--- src/rtl/led_status_drv_pkg.sv ---
// led_status_drv_pkg: display mode encodings and default blink divider
package led_status_drv_pkg;
  typedef enum logic [1:0] {
    MODE_DIRECT = 2'b00,
    MODE_BLINK  = 2'b01,
    MODE_ALARM  = 2'b10,
    MODE_OFF    = 2'b11
  } mode_t;
  localparam int unsigned DIV_DEFAULT = 25_000_000;
endpackage

--- src/rtl/led_status_drv_blink_gen.sv ---
// blink_gen: half-period prescaler producing the blink phase, restartable lit
module blink_gen
  import led_status_drv_pkg::*;
#(
  parameter int unsigned DIV = DIV_DEFAULT
) (
  input  logic clk,
  input  logic rst_n,
  input  logic restart,
  output logic phase
);
  localparam int CW = $clog2(DIV);
  localparam logic [CW-1:0] LAST = CW'(DIV - 1);
  logic [CW-1:0] cnt, cnt_e;
  logic ph;
  // a restart makes the current cycle count as cnt=0 with phase lit, overriding a wrap
  assign cnt_e = restart ? '0 : cnt;
  assign phase = restart | ph;
  // count 0..DIV-1 and toggle phase on wrap
  always_ff @(posedge clk or negedge rst_n)
    if (!rst_n) begin
      cnt <= '0;
      ph  <= 1'b1;
    end else begin
      cnt <= cnt_e == LAST ? '0 : cnt_e + 1'b1;
      ph  <= cnt_e == LAST ? ~phase : phase;
    end
endmodule

--- src/rtl/led_status_drv.sv ---
// led_status_drv: snapshot, bit-reverse and blink multi-channel status LEDs with threshold alarm
module led_status_drv
  import led_status_drv_pkg::*;
#(
  parameter int          CH  = 2,
  parameter int          W   = 4,
  parameter int unsigned DIV = DIV_DEFAULT
) (
  input  logic          clk,
  input  logic          rst_n,
  input  logic [CH*W-1:0] values,
  input  logic [1:0]      mode,
  input  logic [W-1:0]    thresh,
  input  logic            hold,
  output logic [CH*W-1:0] light,
  output logic            alarm
);
  logic [CH*W-1:0] snap, d, nxt;
  logic [CH-1:0]   over;
  logic [1:0]      prev_mode;
  logic            restart, phase;
  assign restart = mode != prev_mode && (mode == MODE_BLINK || mode == MODE_ALARM);
  for (genvar c = 0; c < CH; c++) begin : g_ch
    for (genvar i = 0; i < W; i++) begin : g_bit
      assign d[c*W+i] = snap[c*W+W-1-i];
    end
    assign over[c] = snap[c*W +: W] > thresh;
    assign nxt[c*W +: W] = mode == MODE_OFF ||
                           (!phase && (mode == MODE_BLINK || (mode == MODE_ALARM && over[c])))
                           ? '0 : d[c*W +: W];
  end
  blink_gen #(.DIV(DIV)) u_blink (
    .clk    (clk),
    .rst_n  (rst_n),
    .restart(restart),
    .phase  (phase)
  );
  // snapshot follows values unless held
  always_ff @(posedge clk or negedge rst_n)
    if (!rst_n) snap <= '0;
    else if (!hold) snap <= values;
  // registered LED drive, alarm and mode history for entry detection
  always_ff @(posedge clk or negedge rst_n)
    if (!rst_n) begin
      light     <= '0;
      alarm     <= 1'b0;
      prev_mode <= MODE_DIRECT;
    end else begin
      light     <= nxt;
      alarm     <= |over;
      prev_mode <= mode;
    end
endmodule

--- config.mk ---
export PLATFORM = sky130hd
export DESIGN_NAME = led_status_drv
export DESIGN_NICKNAME = d
export VERILOG_FILES = /design/src/rtl/led_status_drv_pkg.sv /design/src/rtl/led_status_drv_blink_gen.sv /design/src/rtl/led_status_drv.sv
export SDC_FILE = /design/constraint.sdc
export NUM_CORES = 1
export LEC_CHECK = 0
export CAP_MARGIN = 20
export CORE_ASPECT_RATIO = 1.75
export CORE_MARGIN = 4
export CORE_UTILIZATION = 35
export CTS_CLUSTER_SIZE = 8
export DETAILED_ROUTE_END_ITERATION = 10
export DONT_BUFFER_PORTS = 1
export PLACE_DENSITY = 0.48
export REMOVE_ABC_BUFFERS = 1
export SLEW_MARGIN = 40
export SYNTH_ARGS = -nofsm -noshare
export SYNTH_HDL_FRONTEND = slang
export SYNTH_HIERARCHICAL = 1
export SYNTH_SLANG_ARGS = --single-unit
--- constraint.sdc ---
create_clock -name clk -period 4.5 [get_ports clk]
set_clock_uncertainty 0.1 [all_clocks]
set_input_delay 0.9 -clock clk [delete_from_list [all_inputs] [get_ports clk]]
set_output_delay 0.9 -clock clk [all_outputs]
set_load 0.02 [all_outputs]
## Yosys cells after proc, flatten, opt, wreduce, memory -nomap -nowiden

Index checks and enable logic that the tools add are counted.

- Register bits: 45
- Bits in latches: 0
- Memory bits (writable): 0
- Bits in read-only memories: 0
- Bits of input ports: 17
- Output and inout bits: 9
- Word-level logic and storage cells: 33
- Memories: 0

- Add/sub/neg operators: 1
- $mul: 0
- Div/mod/pow operators: 0
- $lt $le $gt $ge: 2
- Equal/unequal tests: 5
- Shift-type cells: 0
- Muxes and demuxes: 5
- Bitwise gates (word level): 2
- Reductions and logical operators: 12

Operators by type and width:

| kind | count |
|---|---|
| $mux 25 | 2 |
| $add 25x1->25 const B | 1 |
| $eq 25x25->1 const B | 1 |
| $gt 4x4->1 | 2 |
| $mux 4 | 2 |
| $logic_and 1x1->1 | 5 |
| $logic_or 1x1->1 | 5 |
| $eq 2x2->1 const B | 2 |
| $eq 2x1->1 const B | 1 |
| $ne 2x2->1 | 1 |
| $reduce_or 2->1 | 1 |
| $logic_not 1->1 | 1 |
| $mux 1 | 1 |
| $not 1->1 | 1 |
| $or 1x1->1 | 1 |

## Longest topological paths before layout

Gate-level depths: netlist (run 1).

- Depth after elaboration: 8
- Depth in mapped cells: 12
- Mapped depth without buffers: 9

## By module

The synthesis (run 1) kept the hierarchy.

Modules (own cells, without submodules):

| module | instances | cells an instance | area each (µm²) | sequential area each (µm²) |
|---|---|---|---|---|
| blink_gen | 1 | 162 | 1480.2 | 651.9 |
| led_status_drv | 1 | 76 | 949.7 | 475.5 |

## Worst setup path after synthesis (run 1)

Ideal clock, no wire load.

- Path type: in2reg
- Start point: input mode[0]
- End point: register u_blink.cnt[24]
- Setup time: 0.078 ns
- Data arrival time: 3.304 ns
- Data required time: 4.322 ns
- Slack: 1.018 ns
- Cell stages on the path: 12
- Buffers on the path: 3
- Path through: inv_1 -> ha_1 -> a21oi_1 -> clkbuf_1 -> buf_1 -> nor2b_1 -> ha_1 -> nand2_1 -> or4_1 -> clkbuf_1 -> or4_1 -> a21oi_1

- Longest elaborated chain between the ends: 6
- Elaborated cells on any way between the ends: 9
- Those cells by class: add/sub: 1; eq/ne: 4; mux: 2; reduce/logical: 2

Ends and longest elaborated chain:

| what | RTL line | source |
|---|---|---|
| start: declaration | led_status_drv.sv:12 | `input logic [1:0] mode,` |
| $eq 2x1->1 or $eq 2x2->1 (tied branches) | led_status_drv.sv:22 | `assign restart = mode != prev_mode && (mode == MODE_BLINK \|\| mode == MODE_ALARM);` |
| $logic_or 1x1->1 | led_status_drv.sv:22 |  |
| $logic_and 1x1->1 (*) | led_status_drv.sv:22 |  |
| net restart | led_status_drv.sv:21 | `logic restart, phase;` |
| $mux 25 (*) | led_status_drv_blink_gen.sv:17 | `assign cnt_e = restart ? '0 : cnt;` |
| $add 25x1->25 or $eq 25x25->1 (tied branches) | led_status_drv_blink_gen.sv:25 | `cnt <= cnt_e == LAST ? '0 : cnt_e + 1'b1;` |
| $mux 25 (*) | led_status_drv_blink_gen.sv:25 |  |
| end signal: assignment | led_status_drv_blink_gen.sv:25 |  |
| end: declaration | led_status_drv_blink_gen.sv:14 | `logic [CW-1:0] cnt, cnt_e;` |

Mark *: on every way through the listed nets, which the timed path passes. The rest lies on a longest branch.
A chain may end at the register's enable or synchronous reset.

## Worst setup path after layout (run 1)

- Start point: input mode[0]
- End point: register u_blink.cnt[5]

The elaborated chain is that of the path after synthesis.

==> flow_summary.html, run 1 <==
<table>
<tr><th>Metric</th><th>Value</th></tr>
<tr><th colspan="2">Routing</th></tr>
<tr><td>Starting DRC count in detailed routing</td><td>between 70 and 80</td></tr>
<tr><td>Total number of vias</td><td>between 1500 and 2000</td></tr>
<tr><td>Total wire length after detailed routing</td><td>between 5000 and 6000 µm</td></tr>
<tr><td>Vias per std cell</td><td>about 5.5</td></tr>
<tr><td>Count of TritonRoute iterations in the first routing pass</td><td>4</td></tr>
<tr><td>DRC errors left</td><td>0</td></tr>
<tr><td>Wirelength per Cell</td><td>between 15 and 20 µm</td></tr>
<tr><td>Number of nets with antenna violations after routing</td><td>0</td></tr>
<tr><th colspan="2">Global route</th></tr>
<tr><td>Global routing usage summed across all routing layers</td><td>between 10% and 20%</td></tr>
<tr><td>Layer with the highest usage</td><td>met2</td></tr>
<tr><td>Global-route wire length before repair</td><td>a little over 9000 µm</td></tr>
<tr><td>GRT met2 Usage</td><td>around 28%</td></tr>
<tr><td>Initial antenna violation count</td><td>0</td></tr>
<tr><td>Remaining global-route overflow</td><td>0</td></tr>
<tr><td>Maximum number of pins on one net before global-route repair</td><td>46</td></tr>
<tr><td>Global-route track usage on met3</td><td>about 3.7%</td></tr>
<tr><td>Grt met1 use</td><td>~14%</td></tr>
<tr><td>Vias in the first global route</td><td>~1800</td></tr>
<tr><th colspan="2">Timing</th></tr>
<tr><td>Final max-slew violation count</td><td>0</td></tr>
<tr><td>Final critical-path share of the clock period</td><td>roughly three quarters</td></tr>
<tr><td># setup viols final</td><td>0</td></tr>
<tr><td>Transition time at the pin with the least slew margin</td><td>just over 800 ps</td></tr>
<tr><td>Worst slew margin relative to its limit</td><td>a little under half</td></tr>
<tr><td>Fin Setup TNS</td><td>0 ps</td></tr>
<tr><td>Number of hold violations in the final report</td><td>0</td></tr>
<tr><td>Setup slack of the critical path after layout</td><td>approximately 1200 ps</td></tr>
<tr><td>F_max</td><td>0.304 GHz</td></tr>
<tr><td>RSZ-0062 raised after global routing</td><td>false</td></tr>
<tr><td>Min cycle time layout</td><td>approximately 3300 ps</td></tr>
<tr><th colspan="2">Place</th></tr>
<tr><td>Count of placed standard cells including taps</td><td>around 320</td></tr>
<tr><td>Worst slack, placed</td><td>slightly below 900 ps</td></tr>
<tr><td>Gp weighted congestion</td><td>0.768</td></tr>
<tr><td>Post-detail-place hpwl</td><td>~4300 µm</td></tr>
<tr><td>Buffers added on ports</td><td>0</td></tr>
<tr><th colspan="2">Synthesis</th></tr>
<tr><td>Cell with the most instances after synthesis</td><td>dfrtp_1</td></tr>
<tr><td>Synth Instances</td><td>roughly 240</td></tr>
<tr><td>Synth Area per Inst</td><td>between 10 and 15 µm²</td></tr>
<tr><td>Sequential area share after synthesis</td><td>around 46%</td></tr>
<tr><td>Prevailing post-synth register cell</td><td>dfrtp_1</td></tr>
<tr><td>Cell accounting for the most synthesized area</td><td>dfrtp_1</td></tr>
<tr><td>Distinct cell type count after synthesis</td><td>47</td></tr>
<tr><td>Yosys warning count</td><td>6</td></tr>
<tr><td>Proportion of netlist area held by the largest area contributor</td><td>between 40% and 50%</td></tr>
<tr><td>Synth area leaders</td><td>dfrtp_1, ha_1, mux2_2, a21oi_1, nor2b_1</td></tr>
<tr><td>Number of enable flip-flop cells after synthesis</td><td>0</td></tr>
<tr><td>Most frequent cells after synthesis</td><td>dfrtp_1, nor2_1, a21oi_1, nand2_1, ha_1</td></tr>
<tr><td>Number of flip-flops and latches in the synthesized netlist</td><td>45</td></tr>
<tr><td>FFs w/ async S/R, synth</td><td>100%</td></tr>
<tr><td>Netlist Area Pre-Place</td><td>around 2400 µm²</td></tr>
<tr><th colspan="2">Power and ir drop</th></tr>
<tr><td>Net switching share of the total power</td><td>approximately a quarter</td></tr>
<tr><td>Overall power after layout</td><td>approximately 940 µW</td></tr>
<tr><td>Combinational group share of total power</td><td>between 10 and 15%</td></tr>
<tr><td>Switching pwr</td><td>approximately 250 µW</td></tr>
<tr><td>IR Drop Worst-Case VDD</td><td>0.000246 V</td></tr>
<tr><td>Proportion of power drawn by flip-flops and latches</td><td>slightly above 50%</td></tr>
<tr><td>Clk pwr share</td><td>roughly 39%</td></tr>
<tr><td>Cell leakage power</td><td>between 1 and 1.5 nW</td></tr>
<tr><td>Cell Int Power</td><td>a little under 700 µW</td></tr>
<tr><td>Power density over cell area</td><td>around 350 nW/µm²</td></tr>
<tr><th colspan="2">Layout</th></tr>
<tr><td>Finished Layout Cells</td><td>about 320</td></tr>
<tr><td>Proportion of layout cells with a drive suffix above 1</td><td>14.5%</td></tr>
<tr><td>Diode insertion count for antenna repair</td><td>0</td></tr>
<tr><td>Layout Area Growth over Synthesis</td><td>9.73%</td></tr>
<tr><td>Post-layout nets</td><td>270</td></tr>
<tr><th colspan="2">Clock network</th></tr>
<tr><td>Inserted Clock Buffers</td><td>5</td></tr>
<tr><td>Post-CTS Hold Fix Bufs</td><td>0</td></tr>
<tr><td>H-tree depth</td><td>2</td></tr>
<tr><td>Post-CTS Setup Bufs</td><td>0</td></tr>
<tr><td>Post-CTS sizing</td><td>0</td></tr>
<tr><td>Clock sink count</td><td>45</td></tr>
<tr><td>CTS Root Cell</td><td>clkbuf_16</td></tr>
<tr><td>Later-pin clock latency in the skew report</td><td>approximately 290 ps</td></tr>
<tr><td>CTS tree</td><td>yes</td></tr>
<tr><td>Maximum count of clock buffers along a single path</td><td>2</td></tr>
<tr><td>Clock input transition at the sequential cells of the worst setup and hold paths</td><td>roughly 70 ps</td></tr>
<tr><th colspan="2">Worst setup path</th></tr>
<tr><td>Most frequent cell on the critical path</td><td>ha_1</td></tr>
<tr><td>Setup crit start kind</td><td>input pin</td></tr>
<tr><td>Gate family responsible for the most delay along the worst path</td><td>simple AND/OR/NAND/NOR gates</td></tr>
<tr><td>Required time of the critical path</td><td>4550 ps</td></tr>
<tr><td>Critical path class</td><td>in -&gt; reg</td></tr>
<tr><td>Chain of cells forming the critical path</td><td>inv_1 -&gt; ha_1 -&gt; a21oi_1 -&gt; buf_4 -&gt; nor2b_1 -&gt; ha_1 -&gt; nand2_1 -&gt; or4_1 -&gt; o31ai_1 -&gt; nor2_1</td></tr>
<tr><td>Critical path's largest stage delay</td><td>630 ps</td></tr>
<tr><td>Kind of end point of the critical path</td><td>flop</td></tr>
<tr><td>Crit-path max FO</td><td>24</td></tr>
<tr><td>CP bufs+invs</td><td>2</td></tr>
<tr><td>Cell with the largest stage delay on the worst path</td><td>or4_1</td></tr>
<tr><td>CP arrival</td><td>around 3400 ps</td></tr>
<tr><th colspan="2">Status</th></tr>
<tr><td>Status</td><td>complete, no violations</td></tr>
<tr><th colspan="2">Die</th></tr>
<tr><td>Starting utilization of the core area</td><td>between 30% and 40%</td></tr>
<tr><td>IO Pins</td><td>26</td></tr>
<tr><td>Die height</td><td>about 120 µm</td></tr>
<tr><td>Std cell rows</td><td>39</td></tr>
<tr><td>Placeable Area</td><td>roughly 6600 µm²</td></tr>
<tr><td>Die span in x</td><td>between 70 and 80 µm</td></tr>
<tr><td>Die Footprint</td><td>8390 µm²</td></tr>
<tr><th colspan="2">Job</th></tr>
<tr><td>Number of max-cap violations</td><td>0</td></tr>
<tr><th colspan="2">Worst hold path</th></tr>
<tr><td>Path type of the worst min-delay path</td><td>in -&gt; async</td></tr>
</table>
-- through the flow --
stage | hold WS, ps | util [%] | area [µm²]
finish | 201 | 40.2 | 2670
floorplan | 379 | - | 2400
global route | 189 | 40.2 | 2670
detailed placement | 395 | 38.0 | 2520
CTS | 193 | 40.2 | 2670
global placement | 391 | 38.0 | 2520
-- cells in the final DEF (no fill, tap or decap), types with 2 or more instances in the layout --
| cell type | instances |
|---|---|
| or3_2 | 2 |
| or3_1 | 3 |
| mux2_2 | 8 |
| nor4_1 | 4 |
| buf_4 | 2 |
| o21ai_0 | 5 |
| or4_1 | 7 |
| inv_1 | 11 |
| a21oi_1 | 14 |
| xnor2_1 | 6 |
| a311oi_2 | 2 |
| clkinvlp_4 | 2 |
| or2_2 | 2 |
| clkbuf_16 | 5 |
| a31o_2 | 3 |
| dfrtp_1 | 44 |
| o31ai_1 | 7 |
| nor2b_1 | 11 |
| o211ai_2 | 2 |
| ha_1 | 12 |
| nand3_1 | 10 |
| nand2_1 | 14 |
| nor2b_2 | 3 |
| a31oi_1 | 2 |
| nand4b_1 | 3 |
| nor3_1 | 10 |
| nand4_1 | 8 |
| nor2_1 | 16 |
| xor2_1 | 5 |
-- metal layers --
metal / vias to the layer above / wire length (µm)
met5: - / 0
li1: 881 / -
met4: 0 / 130
met1: 870 / 2130
met2: 30 / 3270
met3: 8 / 212
-- state kept, by name, summed over array words and instances, names as in the netlist --
signal,count
prev_mode,2
snap,8
light,8
alarm,1
u_blink/cnt,25
u_blink/ph,1
-- cells by family (layout without fill, tap and decap cells) --
group	count (synthesis)	after routing	synth area share, %
flip-flops	45	45	46.4
buffers and inverters	18	22	2.88
AO/OA/AOI/OAI	43	43	12.7
multiplexers	8	8	3.71
XOR/XNOR	11	11	3.96
adder cells (fa/ha/maj)	12	12	6.18
AND/OR/NAND/NOR	101	101	24.2
-- final cells by class --
cell class	count	area (µm²)
Fill cell	691	3970
Multi-Input combinational cell	175	1230
Sequential cell	45	1130
Clock buffer	6	129
Tap cell	82	103
Inverter	12	45.0
Clock inverter	2	15.0
Timing Repair Buffer	2	15.0
-- path summary, 6_finish.rpt --
check                             start              to  slack, ps  depth (start not counted)
setup / recovery                mode[0]  u_blink/cnt[5]       1210                         10
min in group clk                snap[0]         snap[0]        400                          1
hold reg to reg                 snap[0]         snap[0]        400                          1
max in group asynchronous         rst_n      u_blink/ph       3920                          0
hold / removal                    rst_n         snap[3]        200                          0
setup reg to reg           prev_mode[1]  u_blink/cnt[5]       1530                          9
-- power groups by stage --
stage | Sequential (mW) | Clock, mW | Combinational (mW)
finish | 0.479 | 0.364 | 0.0954
global route | 0.484 | 0.394 | 0.109
CTS | 0.481 | 0.376 | 0.0973
detailed placement | 0.488 | 0 | 0.0967
global placement | 0.488 | 0 | 0.0963
floorplan | 0.477 | 0 | 0.0791
(Power assumes the default switching activity.)
==> run 2, diff against run 1 <==
--- a/config.mk
+++ b/config.mk
@@ -12,7 +12,7 @@
 export CTS_CLUSTER_SIZE = 8
 export DETAILED_ROUTE_END_ITERATION = 10
 export DONT_BUFFER_PORTS = 1
-export PLACE_DENSITY = 0.48
+export PLACE_DENSITY = 0.5
 export REMOVE_ABC_BUFFERS = 1
 export SLEW_MARGIN = 40
 export SYNTH_ARGS = -nofsm -noshare
==> constraint.sdc (replaced) <==
create_clock -name clk -period 2.85 [get_ports clk]
set_clock_uncertainty 0.1 [all_clocks]
set_input_delay 0.57 -clock clk [delete_from_list [all_inputs] [get_ports clk]]
set_output_delay 0.57 -clock clk [all_outputs]
set_load 0.02 [all_outputs]
==> run 2 against run 1 <==
Net effect:
- cell area is 5.9% higher
- global-route usage is 0.73 points higher
- combinational power is 92% higher
- utilization is 2.4 points higher
- routed wire length is 0.49% lower
- count of clock-buffer cells in the layout stayed put
- sequential power is 58% higher
- first-iteration DRC count is 6.6% higher
- register-to-register slack worse by 1200 ps
- non-clock buffer count is 14 higher
- sequential share of layout area is 2.4 points lower
- critical path type is now reg -> reg
- highest routed layer unchanged
==> flow_summary.html, run 2 (synthesis gave the netlist of run 1 again) <==
<table>
<tr><th>Metric</th><th>Value</th></tr>
<tr><th colspan="2">Clock network</th></tr>
<tr><td>Later-pin clock latency in the skew report</td><td>between 200 and 300 ps</td></tr>
<tr><td>Clock input transition at the sequential cells of the worst setup and hold paths</td><td>approximately 60 ps</td></tr>
<tr><td>Inserted Clock Buffers</td><td>5</td></tr>
<tr><td>Post-CTS Hold Fix Bufs</td><td>1</td></tr>
<tr><td>Maximum count of clock buffers along a single path</td><td>2</td></tr>
<tr><td>Post-CTS Setup Bufs</td><td>0</td></tr>
<tr><td>CTS Root Cell</td><td>clkbuf_16</td></tr>
<tr><td>Clock sink count</td><td>45</td></tr>
<tr><td>Post-CTS sizing</td><td>0</td></tr>
<tr><td>CTS tree</td><td>yes</td></tr>
<tr><td>H-tree depth</td><td>2</td></tr>
<tr><th colspan="2">Timing</th></tr>
<tr><td>Setup slack of the critical path after layout</td><td>approximately 380 ps</td></tr>
<tr><td>F_max</td><td>0.405 GHz</td></tr>
<tr><td>Fin Setup TNS</td><td>0 ps</td></tr>
<tr><td>Final critical-path share of the clock period</td><td>between 80 and 90%</td></tr>
<tr><td>Number of hold violations in the final report</td><td>0</td></tr>
<tr><td>RSZ-0062 raised after global routing</td><td>false</td></tr>
<tr><td>Final max-slew violation count</td><td>0</td></tr>
<tr><td>Transition time at the pin with the least slew margin</td><td>around 750 ps</td></tr>
<tr><td>Worst slew margin relative to its limit</td><td>49.9%</td></tr>
<tr><td>Min cycle time layout</td><td>~2500 ps</td></tr>
<tr><td># setup viols final</td><td>0</td></tr>
<tr><td>Hold_ws</td><td>between 15 and 20 ps</td></tr>
<tr><th colspan="2">Worst setup path</th></tr>
<tr><td>Logic depth of the worst register-to-register path</td><td>7</td></tr>
<tr><td>CP Launch Point</td><td>prev_mode[0]</td></tr>
<tr><td>Critical path class</td><td>reg -&gt; reg</td></tr>
<tr><td>CP arrival</td><td>around 2600 ps</td></tr>
<tr><td>Setup crit start kind</td><td>flop</td></tr>
<tr><td>Worst flop-to-flop path startpoint</td><td>prev_mode[0]</td></tr>
<tr><td>Cell with the largest stage delay on the worst path</td><td>or4_1</td></tr>
<tr><td>Required time of the critical path</td><td>2970 ps</td></tr>
<tr><td>Critical path's largest stage delay</td><td>roughly 630 ps</td></tr>
<tr><td>Kind of end point of the critical path</td><td>flop</td></tr>
<tr><td>Crit-path max FO</td><td>8</td></tr>
<tr><td>Chain of cells forming the critical path</td><td>xnor2_1 -&gt; a21oi_1 -&gt; buf_4 -&gt; nand2b_1 -&gt; or4_1 -&gt; or4_1 -&gt; a21oi_1</td></tr>
<tr><td>Setup slack of the worst register-to-register path</td><td>380 ps</td></tr>
<tr><td>Endpoint of the worst register-to-register path</td><td>u_blink/cnt[24]</td></tr>
<tr><th colspan="2">Layout</th></tr>
<tr><td>Finished Layout Cells</td><td>roughly 340</td></tr>
<tr><td>Registers with the most flip-flops</td><td>u_blink/cnt: 25 flops, light: 8 flops, snap: 8 flops</td></tr>
<tr><td>Fin util</td><td>between 40% and 50%</td></tr>
<tr><td>Biggest register</td><td>u_blink/cnt</td></tr>
<tr><td>Number of flip-flops under the largest register name</td><td>25</td></tr>
<tr><td>Non-Filler Cell Area, Final</td><td>around 2800 µm²</td></tr>
<tr><td>Diode insertion count for antenna repair</td><td>0</td></tr>
<tr><td>Most frequent cells in the layout</td><td>dfrtp_1, nor2_1, buf_4</td></tr>
<tr><td>Proportion of layout cells with a drive suffix above 1</td><td>between 10% and 20%</td></tr>
<tr><td>Post-layout nets</td><td>roughly 280</td></tr>
<tr><td>Layout Area Growth over Synthesis</td><td>16.2%</td></tr>
<tr><td>Most common cell after layout, fill and taps aside</td><td>dfrtp_1</td></tr>
<tr><th colspan="2">Power and ir drop</th></tr>
<tr><td>Overall power after layout</td><td>1.62 mW</td></tr>
<tr><td>Cell Int Power</td><td>1.22 mW</td></tr>
<tr><td>Combinational group share of total power</td><td>about 11%</td></tr>
<tr><td>Clk pwr share</td><td>approximately 42%</td></tr>
<tr><td>Switching pwr</td><td>between 400 and 500 µW</td></tr>
<tr><td>IR Drop Worst-Case VDD</td><td>between 0.0003 and 0.0004 V</td></tr>
<tr><td>Cell leakage power</td><td>about 1.1 nW</td></tr>
<tr><td>Net switching share of the total power</td><td>between 20% and 30%</td></tr>
<tr><td>Proportion of power drawn by flip-flops and latches</td><td>between 40% and 50%</td></tr>
<tr><td>Power density over cell area</td><td>between 500 and 600 nW/µm²</td></tr>
<tr><th colspan="2">Routing</th></tr>
<tr><td>Total number of vias</td><td>1881</td></tr>
<tr><td>Count of TritonRoute iterations in the first routing pass</td><td>4</td></tr>
<tr><td>DRC errors left</td><td>0</td></tr>
<tr><td>Number of nets with antenna violations after routing</td><td>0</td></tr>
<tr><td>Starting DRC count in detailed routing</td><td>slightly above 80</td></tr>
<tr><td>Wirelength per Cell</td><td>~17 µm</td></tr>
<tr><td>Total wire length after detailed routing</td><td>5710 µm</td></tr>
<tr><td>Vias per std cell</td><td>5.57</td></tr>
<tr><th colspan="2">Die</th></tr>
<tr><td>Die height</td><td>118 µm</td></tr>
<tr><td>Std cell rows</td><td>39</td></tr>
<tr><td>Die Footprint</td><td>approximately 8400 µm²</td></tr>
<tr><td>Die span in x</td><td>around 70 µm</td></tr>
<tr><td>IO Pins</td><td>26</td></tr>
<tr><td>Starting utilization of the core area</td><td>between 30% and 40%</td></tr>
<tr><td>Placeable Area</td><td>roughly 6600 µm²</td></tr>
<tr><th colspan="2">Global route</th></tr>
<tr><td>Maximum number of pins on one net before global-route repair</td><td>45</td></tr>
<tr><td>Global-route wire length before repair</td><td>roughly 10000 µm</td></tr>
<tr><td>Remaining global-route overflow</td><td>0</td></tr>
<tr><td>Vias in the first global route</td><td>approximately 2000</td></tr>
<tr><td>Initial antenna violation count</td><td>0</td></tr>
<tr><td>Global routing usage summed across all routing layers</td><td>roughly 15%</td></tr>
<tr><th colspan="2">Worst hold path</th></tr>
<tr><td>Path type of the worst min-delay path</td><td>in -&gt; async</td></tr>
<tr><th colspan="2">Job</th></tr>
<tr><td>Number of max-cap violations</td><td>0</td></tr>
<tr><th colspan="2">Place</th></tr>
<tr><td>Count of placed standard cells including taps</td><td>329</td></tr>
<tr><td>Gp weighted congestion</td><td>~0.84</td></tr>
<tr><td>Post-detailed-placement cell area</td><td>2620 µm²</td></tr>
<tr><td>Buffers added on ports</td><td>0</td></tr>
<tr><td>Worst slack, placed</td><td>107 ps</td></tr>
<tr><td>Post-detail-place hpwl</td><td>~4300 µm</td></tr>
<tr><th colspan="2">Status</th></tr>
<tr><td>Status</td><td>complete, no violations</td></tr>
</table>
-- run 2: worst max-delay path: cells and delay by family (launching register included) --
| kind | cells | cell delay (ps) |
|---|---|---|
| simple gates | 3 | 1320 |
| flops | 1 | 370 |
| compound gates | 2 | 280 |
| buf+inv | 1 | 190 |
| xor+xnor | 1 | 130 |
-- run 2: worst max-delay path by stage --
stage,endpoint,cells past startpoint
4_1_cts,u_blink/cnt[24],7
3_5_place_dp,u_blink/cnt[24],8
3_3_place_gp,u_blink/cnt[24],8
5_1_grt,u_blink/cnt[24],7
6_report,u_blink/cnt[24],7
2_1_floorplan,u_blink/cnt[21],9
-- run 2: power by group through the flow --
stage,Sequential [mW],Combinational [mW],Clock [mW]
6_report,0.756,0.183,0.683
5_1_grt,0.765,0.208,0.728
4_1_cts,0.758,0.187,0.704
3_5_place_dp,0.768,0.169,0
3_3_place_gp,0.769,0.167,0
2_1_floorplan,0.754,0.125,0
-- run 2: cell type report --
class / instances / area (µm²)
clock buffer: 6 / 139
clock inverter: 2 / 37.5
fill: 669 / 3810
inverter: 12 / 45.0
multi-input combinational: 175 / 1230
sequential: 45 / 1130
tap: 82 / 103
timing repair buffer: 16 / 140
-- run 2: routing by layer --
layer	track usage, %	share of wire [%]
met1	16.0	37
met5	0	0
met2	27.3	56
met3	3.14	4.1
met4	7.53	2.7
